==> config.mk <==
export PLATFORM = sky130hd
export DESIGN_NAME = cbx_param_ccff
export DESIGN_NICKNAME = d
export VERILOG_FILES = /design/src/rtl/cbx_param_pkg.sv /design/src/rtl/cbx_ipin_mux.sv /design/src/rtl/cbx_param_ccff.sv
export SDC_FILE = /design/constraint.sdc
export NUM_CORES = 1
export LEC_CHECK = 0
export ABC_AREA = 1
export CORE_MARGIN = 2
export CORE_UTILIZATION = 30
export CTS_BUF_LIST = sky130_fd_sc_hd__clkbuf_16
export CTS_CLUSTER_DIAMETER = 30
export DETAILED_ROUTE_END_ITERATION = 12
export GPL_ROUTABILITY_DRIVEN = 0
export SLEW_MARGIN = 40
export SYNTH_ARGS = -nofsm -noshare
export SYNTH_HDL_FRONTEND = slang
export SYNTH_SLANG_ARGS = --single-unit
export TNS_END_PERCENT = 20
==> constraint.sdc <==
create_clock -name prog_clk -period 3.7 [get_ports prog_clk]
set_input_delay 0.555 -clock prog_clk [delete_from_list [all_inputs] [get_ports prog_clk]]
set_output_delay 0.555 -clock prog_clk [all_outputs]
set_load 0.03 [all_outputs]
==> src/rtl/cbx_param_pkg.sv <==
// -----------------------------------------------------------------------------
// cbx_param_pkg
// Shared definitions for the parameterised connection box (cbx_param_ccff):
//   - sel_width()   : select field width of one ipin mux
//   - total_bits()  : length of the configuration shadow chain
//   - track_index() : channel track feeding a given mux input pair
//   - cfg_state_e   : configuration chain fill state
// -----------------------------------------------------------------------------
package cbx_param_pkg;

    // Fill state of the shadow configuration chain.
    typedef enum logic [1:0] {
        ST_EMPTY   = 2'd0,
        ST_FILLING = 2'd1,
        ST_FULL    = 2'd2
    } cfg_state_e;

    // Binary select width for a mux with mux_size inputs (mux_size >= 2).
    function automatic int sel_width(input int mux_size);
        return $clog2(mux_size);
    endfunction

    // Number of shadow bits: one select field per driven grid pin.
    function automatic int total_bits(input int num_ipin, input int mux_size);
        return num_ipin * sel_width(mux_size);
    endfunction

    // Track used by mux input pair 'pair' of pin 'pin'. Consecutive pairs are
    // spread across the channel by 'stride' so that pins see different tracks.
    function automatic int track_index(input int pin, input int pair,
                                       input int stride, input int chan_width);
        return (pin + pair * stride) % chan_width;
    endfunction

endpackage

==> src/rtl/cbx_ipin_mux.sv <==
// -----------------------------------------------------------------------------
// cbx_ipin_mux
// One grid input-pin multiplexer of the connection box.
// Ports:
//   i_data  [MUX_SIZE-1:0] : candidate track values
//   i_sel   [SEL_W-1:0]    : binary select from the active configuration
//   i_valid                : active configuration has been committed
//   o_out                  : selected value; 0 when invalid or select out of range
// -----------------------------------------------------------------------------
module cbx_ipin_mux
    import cbx_param_pkg::*;
#(
    parameter int MUX_SIZE = 6,
    parameter int SEL_W    = sel_width(MUX_SIZE)
) (
    input  logic [MUX_SIZE-1:0] i_data,
    input  logic [SEL_W-1:0]    i_sel,
    input  logic                i_valid,
    output logic                o_out
);

    logic w_out;

    // Decoded select: unmatched codes (>= MUX_SIZE) fall through to 0.
    always_comb begin
        w_out = 1'b0;
        if (i_valid) begin
            for (int k = 0; k < MUX_SIZE; k++) begin
                if (i_sel == SEL_W'(k)) begin
                    w_out = i_data[k];
                end else begin
                    w_out = w_out;
                end
            end
        end else begin
            w_out = 1'b0;
        end
    end

    assign o_out = w_out;

endmodule

==> src/rtl/cbx_param_ccff.sv <==
// -----------------------------------------------------------------------------
// cbx_param_ccff
// Connection box with a serial (configuration-chain) programmed shadow register
// and a separately committed active configuration.
//
// Optional feature macro: CBX_CFG_PARITY_EN
//   defined   -> adds input ccff_parity; a commit only happens when the XOR of
//                the shadow chain equals ccff_parity, otherwise cfg_err is set.
//   undefined -> no parity port, no parity check.
//
// Ports:
//   prog_clk                    : configuration clock
//   pReset                      : asynchronous active-low reset
//   ccff_head                   : serial configuration data in
//   ccff_shift_en               : shift one bit into the shadow chain
//   ccff_load                   : commit shadow chain to the active config
//   ccff_parity                 : expected shadow parity (macro only)
//   chanx_left_in/right_in      : channel tracks in
//   chanx_left_out/right_out    : pass-through tracks (crossed over)
//   ipin_out  [NUM_IPIN-1:0]    : grid input pin drives
//   ccff_tail                   : serial configuration data out
//   cfg_full / cfg_valid / cfg_err : chain full, config committed, sticky error
// -----------------------------------------------------------------------------
module cbx_param_ccff
    import cbx_param_pkg::*;
#(
    parameter int CHAN_WIDTH   = 11,
    parameter int NUM_IPIN     = 8,
    parameter int MUX_SIZE     = 6,
    parameter int TRACK_STRIDE = 5
) (
    input  logic                  prog_clk,
    input  logic                  pReset,
    input  logic                  ccff_head,
    input  logic                  ccff_shift_en,
    input  logic                  ccff_load,
`ifdef CBX_CFG_PARITY_EN
    input  logic                  ccff_parity,
`endif
    input  logic [CHAN_WIDTH-1:0] chanx_left_in,
    input  logic [CHAN_WIDTH-1:0] chanx_right_in,
    output logic [CHAN_WIDTH-1:0] chanx_left_out,
    output logic [CHAN_WIDTH-1:0] chanx_right_out,
    output logic [NUM_IPIN-1:0]   ipin_out,
    output logic                  ccff_tail,
    output logic                  cfg_full,
    output logic                  cfg_valid,
    output logic                  cfg_err
);

    localparam int SEL_W = sel_width(MUX_SIZE);
    localparam int TOTAL = total_bits(NUM_IPIN, MUX_SIZE);
    localparam int CNT_W = $clog2(TOTAL + 1);
    localparam logic [CNT_W-1:0] LP_TOTAL = CNT_W'(TOTAL);
    localparam logic [CNT_W-1:0] LP_ONE   = CNT_W'(1);

    // ------------------------------------------------------------------
    // Registers
    // ------------------------------------------------------------------
    cfg_state_e        r_state;
    logic [CNT_W-1:0]  r_count;
    logic [TOTAL-1:0]  r_shadow;
    logic [TOTAL-1:0]  r_active;
    logic              r_valid;
    logic              r_err;
    logic              r_full;

    // ------------------------------------------------------------------
    // Next-value helpers
    // ------------------------------------------------------------------
    logic [TOTAL-1:0]  w_head_vec;
    logic [TOTAL-1:0]  w_shadow_next;
    logic [CNT_W-1:0]  w_count_inc;
    logic              w_parity_ok;

`ifdef CBX_CFG_PARITY_EN
    function automatic logic calc_parity(input logic [TOTAL-1:0] bits);
        return ^bits;
    endfunction
`endif

    // Serial-in vector: ccff_head lands in bit 0, older bits move toward the tail.
    always_comb begin
        w_head_vec    = '0;
        w_head_vec[0] = ccff_head;
        w_shadow_next = (r_shadow << 1'b1) | w_head_vec;
    end

    // Bit counter saturates at TOTAL; the chain itself keeps shifting past it.
    always_comb begin
        if (r_count == LP_TOTAL) begin
            w_count_inc = r_count;
        end else begin
            w_count_inc = r_count + LP_ONE;
        end
    end

    // Commit qualification: parity must match when the check is built in.
    always_comb begin
`ifdef CBX_CFG_PARITY_EN
        w_parity_ok = (calc_parity(r_shadow) == ccff_parity);
`else
        w_parity_ok = 1'b1;
`endif
    end

    // Configuration FSM: chain fill tracking, commit and sticky error.
    // A load takes priority over a shift arriving in the same cycle.
    always_ff @(posedge prog_clk or negedge pReset) begin
        if (!pReset) begin
            r_state  <= ST_EMPTY;
            r_count  <= '0;
            r_shadow <= '0;
            r_active <= '0;
            r_valid  <= 1'b0;
            r_err    <= 1'b0;
            r_full   <= 1'b0;
        end else if (ccff_load) begin
            case (r_state)
                ST_FULL: begin
                    if (w_parity_ok) begin
                        r_active <= r_shadow;
                        r_valid  <= 1'b1;
                    end else begin
                        r_err    <= 1'b1;
                    end
                    // Shadow contents are kept; only the fill count restarts.
                    r_count <= '0;
                    r_state <= ST_EMPTY;
                    r_full  <= 1'b0;
                end
                default: begin
                    r_err <= 1'b1;
                end
            endcase
        end else if (ccff_shift_en) begin
            r_shadow <= w_shadow_next;
            r_count  <= w_count_inc;
            if (w_count_inc == LP_TOTAL) begin
                r_state <= ST_FULL;
                r_full  <= 1'b1;
            end else begin
                r_state <= ST_FILLING;
                r_full  <= 1'b0;
            end
        end else begin
            r_state <= r_state;
        end
    end

    // ------------------------------------------------------------------
    // Outputs
    // ------------------------------------------------------------------
    assign chanx_right_out = chanx_left_in;
    assign chanx_left_out  = chanx_right_in;
    assign ccff_tail       = r_shadow[TOTAL-1];
    assign cfg_full        = r_full;
    assign cfg_valid       = r_valid;
    assign cfg_err         = r_err;

    // ------------------------------------------------------------------
    // Input pin muxes: even inputs from the left side, odd from the right,
    // both sides of a pair reading the same track index.
    // ------------------------------------------------------------------
    logic [NUM_IPIN*MUX_SIZE-1:0] w_mux_in;

    for (genvar gi = 0; gi < NUM_IPIN; gi++) begin : g_pin
        for (genvar gj = 0; gj < MUX_SIZE / 2; gj++) begin : g_pair
            localparam int TRK = track_index(gi, gj, TRACK_STRIDE, CHAN_WIDTH);
            assign w_mux_in[gi*MUX_SIZE + 2*gj]     = chanx_left_in[TRK];
            assign w_mux_in[gi*MUX_SIZE + 2*gj + 1] = chanx_right_in[TRK];
        end

        cbx_ipin_mux #(
            .MUX_SIZE (MUX_SIZE),
            .SEL_W    (SEL_W)
        ) u_ipin_mux (
            .i_data  (w_mux_in[gi*MUX_SIZE +: MUX_SIZE]),
            .i_sel   (r_active[gi*SEL_W +: SEL_W]),
            .i_valid (r_valid),
            .o_out   (ipin_out[gi])
        );
    end

endmodule

==> parameters.txt, run 1 <==
Parameter                              Value

Status
  Run status    finished, final reports clean

Finish
  Final standard cell area without fillers    3750 µm²
  Seq. cell area    1430 µm²
  Count of antenna diodes in the layout    0
  Number of non-filler instances in the completed layout    540
  Number of filler instances in the final layout    1,015
  Area of combinational cells with multiple inputs    988 µm²
  Layout Nets    431
  Synth-to-Final Area Change    28.0%
  Fraction of layout instances using a drive strength above 1    5.65%

CTS
  CTS hold repair buffers    0
  Number of clock sinks    57
  Number of cells upsized or downsized after cts    0
  Clock insertion delay at the later pin of the skew report    0.32 ns
  Clock root buffer    sky130_fd_sc_hd__clkbuf_16
  Number of buffers between clock root and the deepest sink    2
  Post-CTS repair timing setup buffer count    0
  Number of buffers added by the clock tree synthesis step    9
  Clock tree from TritonCTS    done
  H-tree levels    3
  Clock slew at reported path FFs    0.05 ns

Detailed routing
  Met2 routed wirelength    2.81 mm
  Residual antenna-violating net count after detailed routing    0
  Final routed DRC violation total    0
  Vias after detailed routing    2,380
  Via/cell ratio    4.41
  Overall routed net length    6.25 mm
  Highest layer used for signal routing    met4
  Total length of routed met3 wires    319 µm
  First-pass iteration count of the detailed router    4
  Count of routing violations after the opening detailed-route iteration    124
  Wire length on met1    3.02 mm
  Average wire length per cell after detail routing    11.6 µm

STA
  Actual slew at the worst max-slew pin    0.493 ns
  Maximum clock skew at final layout    0.00457 ns
  Period utilisation layout    78.7%
  Highest clock frequency the design can meet    343 MHz
  Unrepaired setup endpoints after global routing    false
  Fin Setup TNS    0 ns
  Final Slew Violations    0
  Max_slew headroom    67.1%
  Number of endpoints failing setup at the final stage    0
  Final min period    2.91 ns
  Number of endpoints with negative hold slack in the final report    0

Place
  Instance area after placement    3440 µm²
  Half-perimeter wire length after detailed placement    4.47 mm
  Number of cells in the design after placement    524
  IO buf count    60

Logic synthesis
  Post-synthesis cell type count    19
  Mapped Avg Cell Area    7.97 µm²
  Number of instances in the synthesized netlist    368
  Yosys warns    0
  Cells taking the most area after synthesis    sky130_fd_sc_hd__dfrtp_1 (49%), sky130_fd_sc_hd__nand2_1 (12%), sky130_fd_sc_hd__o21ai_0 (10%)
  Sequential fraction of the synthesis area    48.6%
  Number of synthesized register bits    57
  Top post-synthesis cells by count    sky130_fd_sc_hd__nand2_1 (96), sky130_fd_sc_hd__inv_1 (62), sky130_fd_sc_hd__o21ai_0 (59)
  Syn nets    397
  Most repeated cell in the gate-level netlist after synthesis    sky130_fd_sc_hd__nand2_1
  Synth top area share    48.6%
  Cell area after technology mapping    2930 µm²
  Most used DFF post-synth    sky130_fd_sc_hd__dfrtp_1
  EDFF count, synth    0
  Largest area contributor in the synthesized netlist    sky130_fd_sc_hd__dfrtp_1
  Fraction of registers with async set or reset after synthesis    100%

Global routing
  Via count of the first global-routing pass    2,312
  Tot GR Track Use    12.8%
  Global-route wire length before repair    10.5 mm
  Pin count of the biggest net entering global routing    52
  Initial antenna violation count    0
  Overall overflow remaining after global route    0

Floorplan
  Initial standard-cell utilization of the core    30.4%
  Horizontal die dimension    103 µm
  CORE AREA    9640 µm²
  Die area    10,600 µm²
  Cell row count    36
  Height of the die    103 µm
  # IOs    61

Pwr
  Leak    1.68 nW
  Largest vdd supply drop    301 µV
  Ratio of total power to cell area    525 nW/µm²
  PnR Total Power    0.00197 W

Worst setup path
  Max Fanout on Critical Path    3
  Type of the setup path with the least slack    input port to output pin
  Crit start category    input port
  Critical path data required time    3.14 ns
  Category of the worst setup path capture point    output pin
  Arrival time at the worst endpoint    2.36 ns
  Worst reg-to-reg setup slack    2.32 ns

Min path
  Kind of path behind the tightest hold check    input port to async pin

Job
  Number of max-cap violations    0
## worst max-delay path, cell delays in order
cell and delay [ns]:
sky130_fd_sc_hd__clkdlybuf4s50_1 0.47, sky130_fd_sc_hd__inv_1 0.08, sky130_fd_sc_hd__a21oi_1 0.11, sky130_fd_sc_hd__o21ai_0 0.09
sky130_fd_sc_hd__nand2_1 0.06, sky130_fd_sc_hd__nand2_1 0.04, sky130_fd_sc_hd__a21oi_1 0.21, sky130_fd_sc_hd__clkdlybuf4s50_1 0.72
## layout by cell type, fill, tap and decap left out, drive strengths merged
cell / n
nand2: 96
inv: 65
o21ai: 59
clkdlybuf4s50: 59
dfrtp: 57
a21oi: 17
clkbuf: 9
o211ai: 8
o2111ai: 8
nand3: 6
nor2: 5
clkinv: 4
buf: 4
o22ai: 3
ha: 2
bufinv: 2
nand4: 1
xor2: 1
clkinvlp: 1
## worst paths after layout
kind / to / start / cells past startpoint
min in group prog_clk: cfg_err$_DFFE_PN0P_ / cfg_err$_DFFE_PN0P_ / 2
hold reg to reg: cfg_err$_DFFE_PN0P_ / cfg_err$_DFFE_PN0P_ / 2
setup / recovery: ipin_out[7] / chanx_right_in[6] / 8
max in group asynchronous: r_shadow[6]$_DFFE_PN0P_ / pReset / 2
hold / removal: r_active[16]$_DFFE_PN0P_ / pReset / 1
setup reg to reg: r_state[0]$_DFFE_PN0P_ / r_count[0]$_DFFE_PN0P_ / 11
## kinds of logic (layout without fill, tap and decap cells)
logic type / Yosys count / after routing / share of synthesized area (%)
xor+xnor: 1 / 1 / 0.299
simple gates: 108 / 108 / 14.3
fa+ha+maj: 2 / 2 / 0.853
compound gates: 95 / 95 / 18.0
flops: 57 / 57 / 48.6
buf+inv: 105 / 144 / 17.8
## final cells by class
| cell class | instances | share of cell area, % |
|---|---|---|
| sequential | 57 | 38.0 |
| multi-input combinational | 206 | 26.3 |
| timing repair buffer | 63 | 16.5 |
| inverter | 65 | 6.50 |
| clock buffer | 9 | 6.00 |
| tap | 133 | 4.43 |
| clock inverter | 7 | 2.30 |
## layer usage
| layer | GRT usage [%] | vias up |
|---|---|---|
| met4 | 5.16 | 0 |
| met3 | 3.66 | 9 |
| met5 | 0 | - |
| li1 | - | 1214 |
| met2 | 20.7 | 51 |
| met1 | 16.4 | 1106 |
## flip-flops by register name (all words and copies together) (netlist names)
signal     cells
r_count        5
cfg_err        1
r_state        1
r_active      24
cfg_valid      1
cfg_full       1
r_shadow      24
## through the flow
step / utilization [%] / setup WS (ns) / hold WS (ns)
6_report: 39.0 / 0.788 / 0.191
5_1_grt: 39.0 / 0.670 / 0.212
4_1_cts: 38.9 / 0.766 / 0.199
3_5_place_dp: 35.7 / 0.773 / 0.458
3_3_place_gp: 35.7 / 0.778 / 0.455
2_1_floorplan: - / 2.01 / 0.259
## power breakdown
group	switching, W	internal [W]
clock network	0.000278	0.000582
registers	0.0000617	0.000705
logic	0.000206	0.000142
(Power assumes the default switching activity.)
==> run 2: changes to the inputs <==
==> constraint.sdc (replaced) <==
create_clock -name prog_clk -period 2.9 [get_ports prog_clk]
set_input_delay 0.435 -clock prog_clk [delete_from_list [all_inputs] [get_ports prog_clk]]
set_output_delay 0.435 -clock prog_clk [all_outputs]
set_load 0.03 [all_outputs]
==> parameters.txt, run 2 (synthesis results as in run 1) <==
Parameter                              Value

CTS
  Number of buffers added by the clock tree synthesis step    9 (unchanged)
  Clock insertion delay at the later pin of the skew report    0.32 ns (about the same)
  H-tree levels    3 (unchanged)
  Clock slew at reported path FFs    0.05 ns (about the same)
  Clock tree from TritonCTS    done (unchanged)
  Post-CTS repair timing setup buffer count    0 (unchanged)
  Number of cells upsized or downsized after cts    0 (unchanged)
  Clock root buffer    sky130_fd_sc_hd__clkbuf_16 (unchanged)
  CTS hold repair buffers    0 (unchanged)
  Number of buffers between clock root and the deepest sink    2 (unchanged)
  Number of clock sinks    57 (unchanged)

Global routing
  Initial antenna violation count    0 (unchanged)
  Via count of the first global-routing pass    2,173 (was 2,312)
  Tot GR Track Use    12.2% (was 12.8%)
  Global-route wire length before repair    9.87 mm (was 10.5 mm)
  Pin count of the biggest net entering global routing    52 (unchanged)
  Overall overflow remaining after global route    0 (unchanged)

Pwr
  PnR Total Power    0.00251 W (was 0.00197 W)
  Flop pwr share    39.0% (was 38.9%)
  Internal power consumption    0.00182 W (was 0.00143 W)
  Ratio of total power to cell area    667 nW/µm² (was 525 nW/µm²)
  Reported net switching power    0.000685 W (was 0.000545 W)
  Clk network pwr share    43.4% (was 43.5%)
  Leak    1.69 nW (was 1.68 nW)
  Combinational fraction of design power    17.6% (about the same)
  Largest vdd supply drop    424 µV (was 301 µV)
  Sw Share    27.3% (was 27.6%)

Detailed routing
  Via/cell ratio    4.28 (was 4.41)
  Vias after detailed routing    2,311 (was 2,380)
  Average wire length per cell after detail routing    11.3 µm (was 11.6 µm)
  Final routed DRC violation total    0 (unchanged)
  First-pass iteration count of the detailed router    4 (unchanged)
  Overall routed net length    6.08 mm (was 6.25 mm)
  Residual antenna-violating net count after detailed routing    0 (unchanged)
  Count of routing violations after the opening detailed-route iteration    98 (was 124)

Finish
  Count of antenna diodes in the layout    0 (unchanged)
  Fraction of layout instances using a drive strength above 1    5.65% (unchanged)
  Layout Nets    431 (unchanged)
  Synth-to-Final Area Change    28.3% (was 28.0%)
  Core utilization of the finished layout    39.0% (about the same)
  Regs by FF count    r_active: 24 flops, r_shadow: 24 flops, r_count: 5 flops (unchanged)
  Leading cell types in the layout, fill and taps excluded    sky130_fd_sc_hd__nand2_1 (96), sky130_fd_sc_hd__inv_1 (63), sky130_fd_sc_hd__o21ai_0 (59), sky130_fd_sc_hd__clkdlybuf4s50_1 (59), sky130_fd_sc_hd__dfrtp_1 (57) (unchanged)
  Most common cell after layout, fill and taps aside    sky130_fd_sc_hd__nand2_1 (unchanged)

Worst setup path
  Max Fanout on Critical Path    3 (unchanged)
  Category of the worst setup path capture point    output pin (unchanged)
  Arrival time at the worst endpoint    2.22 ns (was 2.36 ns)
  Largest incremental delay on the critical path    0.72 ns (about the same)
  Crit start category    input port (unchanged)
  Type of the setup path with the least slack    input port to output pin (unchanged)
  Number of buffers and inverters on the critical path    3 (unchanged)
  Critical path data required time    2.47 ns (was 3.14 ns)
  Slowest stage cell, crit path    sky130_fd_sc_hd__clkdlybuf4s50_1 (unchanged)
  Chain of cells forming the critical path    clkdlybuf4s50_1 > inv_1 > a21oi_1 > o21ai_0 > nand2_1 > nand2_1 > a21oi_1 > clkdlybuf4s50_1 (unchanged)
  Family of cells with the greatest summed delay on the critical path    buffers and inverters (unchanged)

Min path
  Kind of path behind the tightest hold check    input port to async pin (unchanged)

STA
  Fin Setup TNS    0 ns (unchanged)
  Maximum clock skew at final layout    0.00416 ns (was 0.00457 ns)
  Final min period    2.66 ns
  Max_slew headroom    56.1% (was 67.1%)
  Number of endpoints with negative hold slack in the final report    0 (unchanged)
  Number of endpoints failing setup at the final stage    0 (unchanged)
  Actual slew at the worst max-slew pin    0.658 ns (was 0.493 ns)
  Unrepaired setup endpoints after global routing    false (unchanged)
  Final Slew Violations    0 (unchanged)
  Highest clock frequency the design can meet    377 MHz
  Period utilisation layout    91.6%

Place
  Half-perimeter wire length after detailed placement    4.34 mm (was 4.47 mm)
  IO buf count    60 (unchanged)

Floorplan
  Horizontal die dimension    103 µm (unchanged)
  Cell row count    36 (unchanged)
  Initial standard-cell utilization of the core    30.4% (unchanged)
  Die area    10,600 µm² (unchanged)
  # IOs    61 (unchanged)
  Height of the die    103 µm (unchanged)
  CORE AREA    9640 µm² (unchanged)

Job
  Number of max-cap violations    0 (unchanged)

Status
  Run status    finished, final reports clean (unchanged)
[run 2: cell counts in the layout (fill, tap and decap cells not counted)]
Identical to the previous run, type by type.
[run 2: path summary, 6_finish.rpt]
check / startpoint / endpoint / slack (ns) / depth (start not counted)
worst max-delay path: chanx_right_in[6] / ipin_out[7] / 0.24 / 8
worst min-delay path: pReset / r_active[16]$_DFFE_PN0P_ / 0.14 / 1
worst max register to register: r_count[0]$_DFFE_PN0P_ / r_state[0]$_DFFE_PN0P_ / 1.49 / 11
worst min register to register: cfg_err$_DFFE_PN0P_ / cfg_err$_DFFE_PN0P_ / 0.46 / 2
max in group asynchronous: pReset / r_active[0]$_DFFE_PN0P_ / 2.16 / 2
min in group prog_clk: cfg_err$_DFFE_PN0P_ / cfg_err$_DFFE_PN0P_ / 0.46 / 2
[run 2: final cells by class]
type                    instances  area, µm²
fillers                      1004       5880
flip-flops and latches         57       1430
multi-input cells             206        983
repair buffers                 63        631
inverters                      65        244
clock buffers                   9        225
well taps                     133        166
clock inverters                 7       86.3
[run 2: power by group through the flow]
stage                     combinational [W]  sequential, W  clock, W
after floorplan                    0.000314       0.000978         0
after global placement             0.000436       0.000984         0
after detailed placement           0.000446       0.000989         0
after CTS                          0.000449       0.000977   0.00112
after global routing               0.000502       0.000992   0.00115
final                              0.000442       0.000977   0.00109
[run 2: layer usage]
metal / up-vias / GRT usage, % / wire, µm
met3: 4 / 4.54 / 364
met2: 54 / 19.3 / 2760
met4: 0 / 3.44 / 46
met1: 1038 / 15.8 / 2920
met5: - / 0 / 0
li1: 1215 / - / -
[run 2: worst reg2reg max path, cell delays in order, from the launching register on]
cell and delay [ns]:
sky130_fd_sc_hd__dfrtp_1 0.41, sky130_fd_sc_hd__inv_1 0.12, sky130_fd_sc_hd__ha_1 0.15, sky130_fd_sc_hd__nand2_1 0.05
sky130_fd_sc_hd__inv_1 0.06, sky130_fd_sc_hd__nand2_1 0.06, sky130_fd_sc_hd__nand2_1 0.06, sky130_fd_sc_hd__nand2_1 0.06
sky130_fd_sc_hd__nor2_1 0.11, sky130_fd_sc_hd__nand3_1 0.10, sky130_fd_sc_hd__nand2_1 0.08, sky130_fd_sc_hd__inv_1 0.04
[run 2: metrics by stage]
stage	std cells	worst slack [ns]	hold WS (ns)	area [µm²]
after floorplan	368	1.41	0.139	2930
after global placement	524	0.220	0.457	3450
after detailed placement	524	0.222	0.458	3450
after CTS	540	0.209	0.162	3760
after global routing	540	0.118	0.189	3760
final	540	0.245	0.144	3760
==> run 3: changes to the inputs <==
--- a/config.mk
+++ b/config.mk
@@ -5,7 +5,6 @@
 export SDC_FILE = /design/constraint.sdc
 export NUM_CORES = 1
 export LEC_CHECK = 0
-export ABC_AREA = 1
 export CORE_MARGIN = 2
 export CORE_UTILIZATION = 30
 export CTS_BUF_LIST = sky130_fd_sc_hd__clkbuf_16
==> parameters.txt, run 3 <==
Parameter                              Value

CTS
  Post-CTS repair timing setup buffer count    0 (unchanged)
  Number of buffers between clock root and the deepest sink    2 (unchanged)
  Number of cells upsized or downsized after cts    0 (unchanged)
  Clock slew at reported path FFs    0.05 ns (about the same)
  Number of clock sinks    57 (unchanged)
  Clock tree from TritonCTS    done (unchanged)
  Clock root buffer    sky130_fd_sc_hd__clkbuf_16 (unchanged)
  CTS hold repair buffers    0 (unchanged)
  H-tree levels    3 (unchanged)
  Clock insertion delay at the later pin of the skew report    0.32 ns (about the same)
  Number of buffers added by the clock tree synthesis step    9 (unchanged)

Finish
  Number of filler instances in the final layout    961 (was 1,004)
  Core utilization of the finished layout    39.3% (was 39.0%)
  Fraction of layout instances using a drive strength above 1    14.7% (was 5.65%)
  Count of antenna diodes in the layout    0 (unchanged)
  Most common cell after layout, fill and taps aside    sky130_fd_sc_hd__nand2_1 (unchanged)
  Synth-to-Final Area Change    28.5% (was 28.3%)
  Area of combinational cells with multiple inputs    1230 µm² (was 983 µm²)
  Final standard cell area without fillers    3790 µm² (was 3760 µm²)
  Seq. cell area    1430 µm² (unchanged)
  Leading cell types in the layout, fill and taps excluded    sky130_fd_sc_hd__nand2_1 (78), sky130_fd_sc_hd__clkdlybuf4s50_1 (59), sky130_fd_sc_hd__dfrtp_1 (57) (was sky130_fd_sc_hd__nand2_1 (96), sky130_fd_sc_hd__inv_1 (63), sky130_fd_sc_hd__o21ai_0 (59), sky130_fd_sc_hd__clkdlybuf4s50_1 (59), sky130_fd_sc_hd__dfrtp_1 (57))
  Layout Nets    344 (was 431)
  Regs by FF count    r_active: 24 flops, r_shadow: 24 flops, r_count: 5 flops (unchanged)

Floorplan
  Height of the die    103 µm (about the same)
  Cell row count    36 (unchanged)
  # IOs    61 (unchanged)
  Horizontal die dimension    103 µm (about the same)
  Die area    10,600 µm² (about the same)
  CORE AREA    9640 µm² (unchanged)
  Initial standard-cell utilization of the core    30.6% (was 30.4%)

Worst setup path
  Capturing point of the worst reg2reg path    r_state[0]$_DFFE_PN0P_ (unchanged)
  Crit start category    input port (unchanged)
  Critical path data required time    2.47 ns (about the same)
  Worst reg-to-reg setup slack    1.30 ns (was 1.49 ns)
  Most prevalent standard cell on the critical path    sky130_fd_sc_hd__clkdlybuf4s50_1
  Type of the setup path with the least slack    input port to output pin (unchanged)
  Reg2Reg Depth    6 (was 11)
  Chain of cells forming the critical path    clkdlybuf4s50_1 > mux4_2 > mux2i_1 > nor2b_1 > clkdlybuf4s50_1 (was clkdlybuf4s50_1 > inv_1 > a21oi_1 > o21ai_0 > nand2_1 > nand2_1 > a21oi_1 > clkdlybuf4s50_1)
  Category of the worst setup path capture point    output pin (unchanged)
  Arrival time at the worst endpoint    2.27 ns (was 2.22 ns)
  Max Fanout on Critical Path    4 (was 3)
  Largest incremental delay on the critical path    0.60 ns (was 0.72 ns)
  Number of buffers and inverters on the critical path    2 (was 3)
  Slowest stage cell, crit path    sky130_fd_sc_hd__clkdlybuf4s50_1 (unchanged)
  Crit Reg-Reg Startpoint    r_count[0]$_DFFE_PN0P_ (unchanged)
  Family of cells with the greatest summed delay on the critical path    buffers and inverters (unchanged)

Logic synthesis
  Number of synthesized register bits    57 (unchanged)
  Largest area contributor in the synthesized netlist    sky130_fd_sc_hd__dfrtp_1 (unchanged)
  Fraction of registers with async set or reset after synthesis    100% (unchanged)
  Cells taking the most area after synthesis    sky130_fd_sc_hd__dfrtp_1 (48%), sky130_fd_sc_hd__nand2_1 (9.9%), sky130_fd_sc_hd__buf_4 (7.6%) (was sky130_fd_sc_hd__dfrtp_1 (49%), sky130_fd_sc_hd__nand2_1 (12%), sky130_fd_sc_hd__o21ai_0 (10%))
  Post-synthesis cell type count    29 (was 19)
  Dominant combinational cell family by area after synthesis    multiplexers (was compound AO/OA/AOI/OAI gates)
  Sequential fraction of the synthesis area    48.4% (was 48.6%)
  Cell area after technology mapping    2950 µm² (was 2930 µm²)
  Xor and xnor area share after synthesis    0.891% (was 0.299%)
  Synth top area share    48.4% (was 48.6%)
  Share of synthesized cell area in full adder, half adder and majority cells    0.849% (was 0.853%)
  Mapped Avg Cell Area    10.7 µm² (was 7.97 µm²)
  Most used DFF post-synth    sky130_fd_sc_hd__dfrtp_1 (unchanged)
  Simple-Gate Fraction of Synth Area    17.2% (was 14.3%)
  Top post-synthesis cells by count    sky130_fd_sc_hd__nand2_1 (78), sky130_fd_sc_hd__dfrtp_1 (57), sky130_fd_sc_hd__buf_4 (30) (was sky130_fd_sc_hd__nand2_1 (96), sky130_fd_sc_hd__inv_1 (62), sky130_fd_sc_hd__o21ai_0 (59))
  Synthesized-area fraction occupied by ao, oa, aoi and oai cells    1.82% (was 18.0%)
  Post-synthesis mux area share    21.0% (was 0%)
  EDFF count, synth    0 (unchanged)
  Yosys warns    0 (unchanged)
  Most repeated cell in the gate-level netlist after synthesis    sky130_fd_sc_hd__nand2_1 (unchanged)
  Number of instances in the synthesized netlist    276 (was 368)
  Syn nets    305 (was 397)

Place
  Instance area after placement    3480 µm² (was 3450 µm²)
  Half-perimeter wire length after detailed placement    4.61 mm (was 4.34 mm)
  IO buf count    60 (unchanged)

Detailed routing
  Average wire length per cell after detail routing    14.1 µm (was 11.3 µm)
  Residual antenna-violating net count after detailed routing    0 (unchanged)
  Highest layer used for signal routing    met4 (unchanged)
  First-pass iteration count of the detailed router    6 (was 4)
  Wire length on met1    2.94 mm (was 2.92 mm)
  Final routed DRC violation total    0 (unchanged)
  Met2 routed wirelength    3.14 mm (was 2.76 mm)
  Overall routed net length    6.41 mm (was 6.08 mm)
  Total length of routed met3 wires    267 µm (was 364 µm)
  Via/cell ratio    4.48 (was 4.28)
  Count of routing violations after the opening detailed-route iteration    86 (was 98)
  Vias after detailed routing    2,031 (was 2,311)

STA
  Fin Setup TNS    0 ns (unchanged)
  Unrepaired setup endpoints after global routing    false (unchanged)
  Worst hold margin    -0.00383 ns (was 0.144 ns)
  Number of endpoints failing setup at the final stage    0 (unchanged)
  Final Slew Violations    0 (unchanged)
  Number of endpoints with negative hold slack in the final report    9 (was 0)
  Maximum clock skew at final layout    0.00498 ns (was 0.00416 ns)
  Highest clock frequency the design can meet    369 MHz (was 377 MHz)
  Period utilisation layout    93.4% (was 91.6%)
  Final min period    2.71 ns (was 2.66 ns)
  Max_slew headroom    61.5% (was 56.1%)
  Actual slew at the worst max-slew pin    0.578 ns (was 0.658 ns)

Global routing
  Overall overflow remaining after global route    0 (unchanged)
  Tot GR Track Use    13.1% (was 12.2%)
  Global-route wire length before repair    10.6 mm (was 9.87 mm)
  Via count of the first global-routing pass    2,114 (was 2,173)
  Initial antenna violation count    0 (unchanged)
  Pin count of the biggest net entering global routing    29 (was 52)

Pwr
  PnR Total Power    0.00233 W (was 0.00251 W)
  Ratio of total power to cell area    616 nW/µm² (was 667 nW/µm²)
  Leak    1.76 nW (was 1.69 nW)
  Largest vdd supply drop    275 µV (was 424 µV)

Status
  Violations in the final reports    hold timing
  Run status    complete, but fails checks (was finished, final reports clean)

Job
  Number of max-cap violations    0 (unchanged)

Min path
  Kind of path behind the tightest hold check    input port to async pin (unchanged)
run 3: worst reg2reg max path: stages, from the launching register on:
cell and delay, ns:
sky130_fd_sc_hd__dfrtp_1 0.41, sky130_fd_sc_hd__inv_1 0.12, sky130_fd_sc_hd__ha_1 0.21, sky130_fd_sc_hd__nand4b_2 0.18, sky130_fd_sc_hd__xnor2_1 0.18, sky130_fd_sc_hd__nor4_2 0.30
sky130_fd_sc_hd__nor2_1 0.09
run 3: stage by stage:
stage | hold WS, ns | instances | worst slack, ns
after global routing | 0.00393 | 453 | 0.102
final | -0.00383 | 453 | 0.191
after global placement | 0.344 | 437 | 0.169
after detailed placement | 0.345 | 437 | 0.188
after CTS | 0.00368 | 453 | 0.188
after floorplan | 0.139 | 276 | 1.26
run 3: worst max path at each step:
stage | slack [ns] | from | cells after the start | to
after global placement | 0.17 | chanx_right_in[1] | 5 | ipin_out[2]
after detailed placement | 0.19 | chanx_right_in[1] | 5 | ipin_out[2]
final | 0.19 | chanx_right_in[1] | 5 | ipin_out[2]
after CTS | 0.19 | chanx_right_in[1] | 5 | ipin_out[2]
after floorplan | 1.26 | chanx_right_in[10] | 4 | ipin_out[0]
after global routing | 0.10 | chanx_right_in[1] | 5 | ipin_out[2]
run 3: kinds of logic (layout without fill, tap and decap cells):
family | count (synthesis) | after routing
adders and majority gates | 2 | 2
and+or+nand+nor | 115 | 115
buffers and inverters | 42 | 86
xor gates and xnor gates | 3 | 3
muxes | 49 | 49
AOI/OAI and AO/OA | 8 | 8
DFF | 57 | 57
run 3: final cells by class:
type	count	area share (%)
multi-input combinational	177	32.5
sequential	57	37.6
inverter	3	0.297
tap	133	4.39
clock inverter	7	2.08
timing repair buffer	67	17.1
clock buffer	9	5.94
run 3: power breakdown:
group / switching, W / internal [W] / leakage [nW] / total [W]
clock: 0.000380 / 0.000672 / 0.150 / 0.00105
sequential: 0.0000782 / 0.000868 / 0.771 / 0.000946
combinational: 0.000181 / 0.000156 / 0.842 / 0.000336
run 3: routing by layer:
layer,track usage [%],vias to the layer above
li1,-,971
met1,17.1,1002
met2,21.4,50
met3,3.25,8
met4,4.55,0
met5,0,-
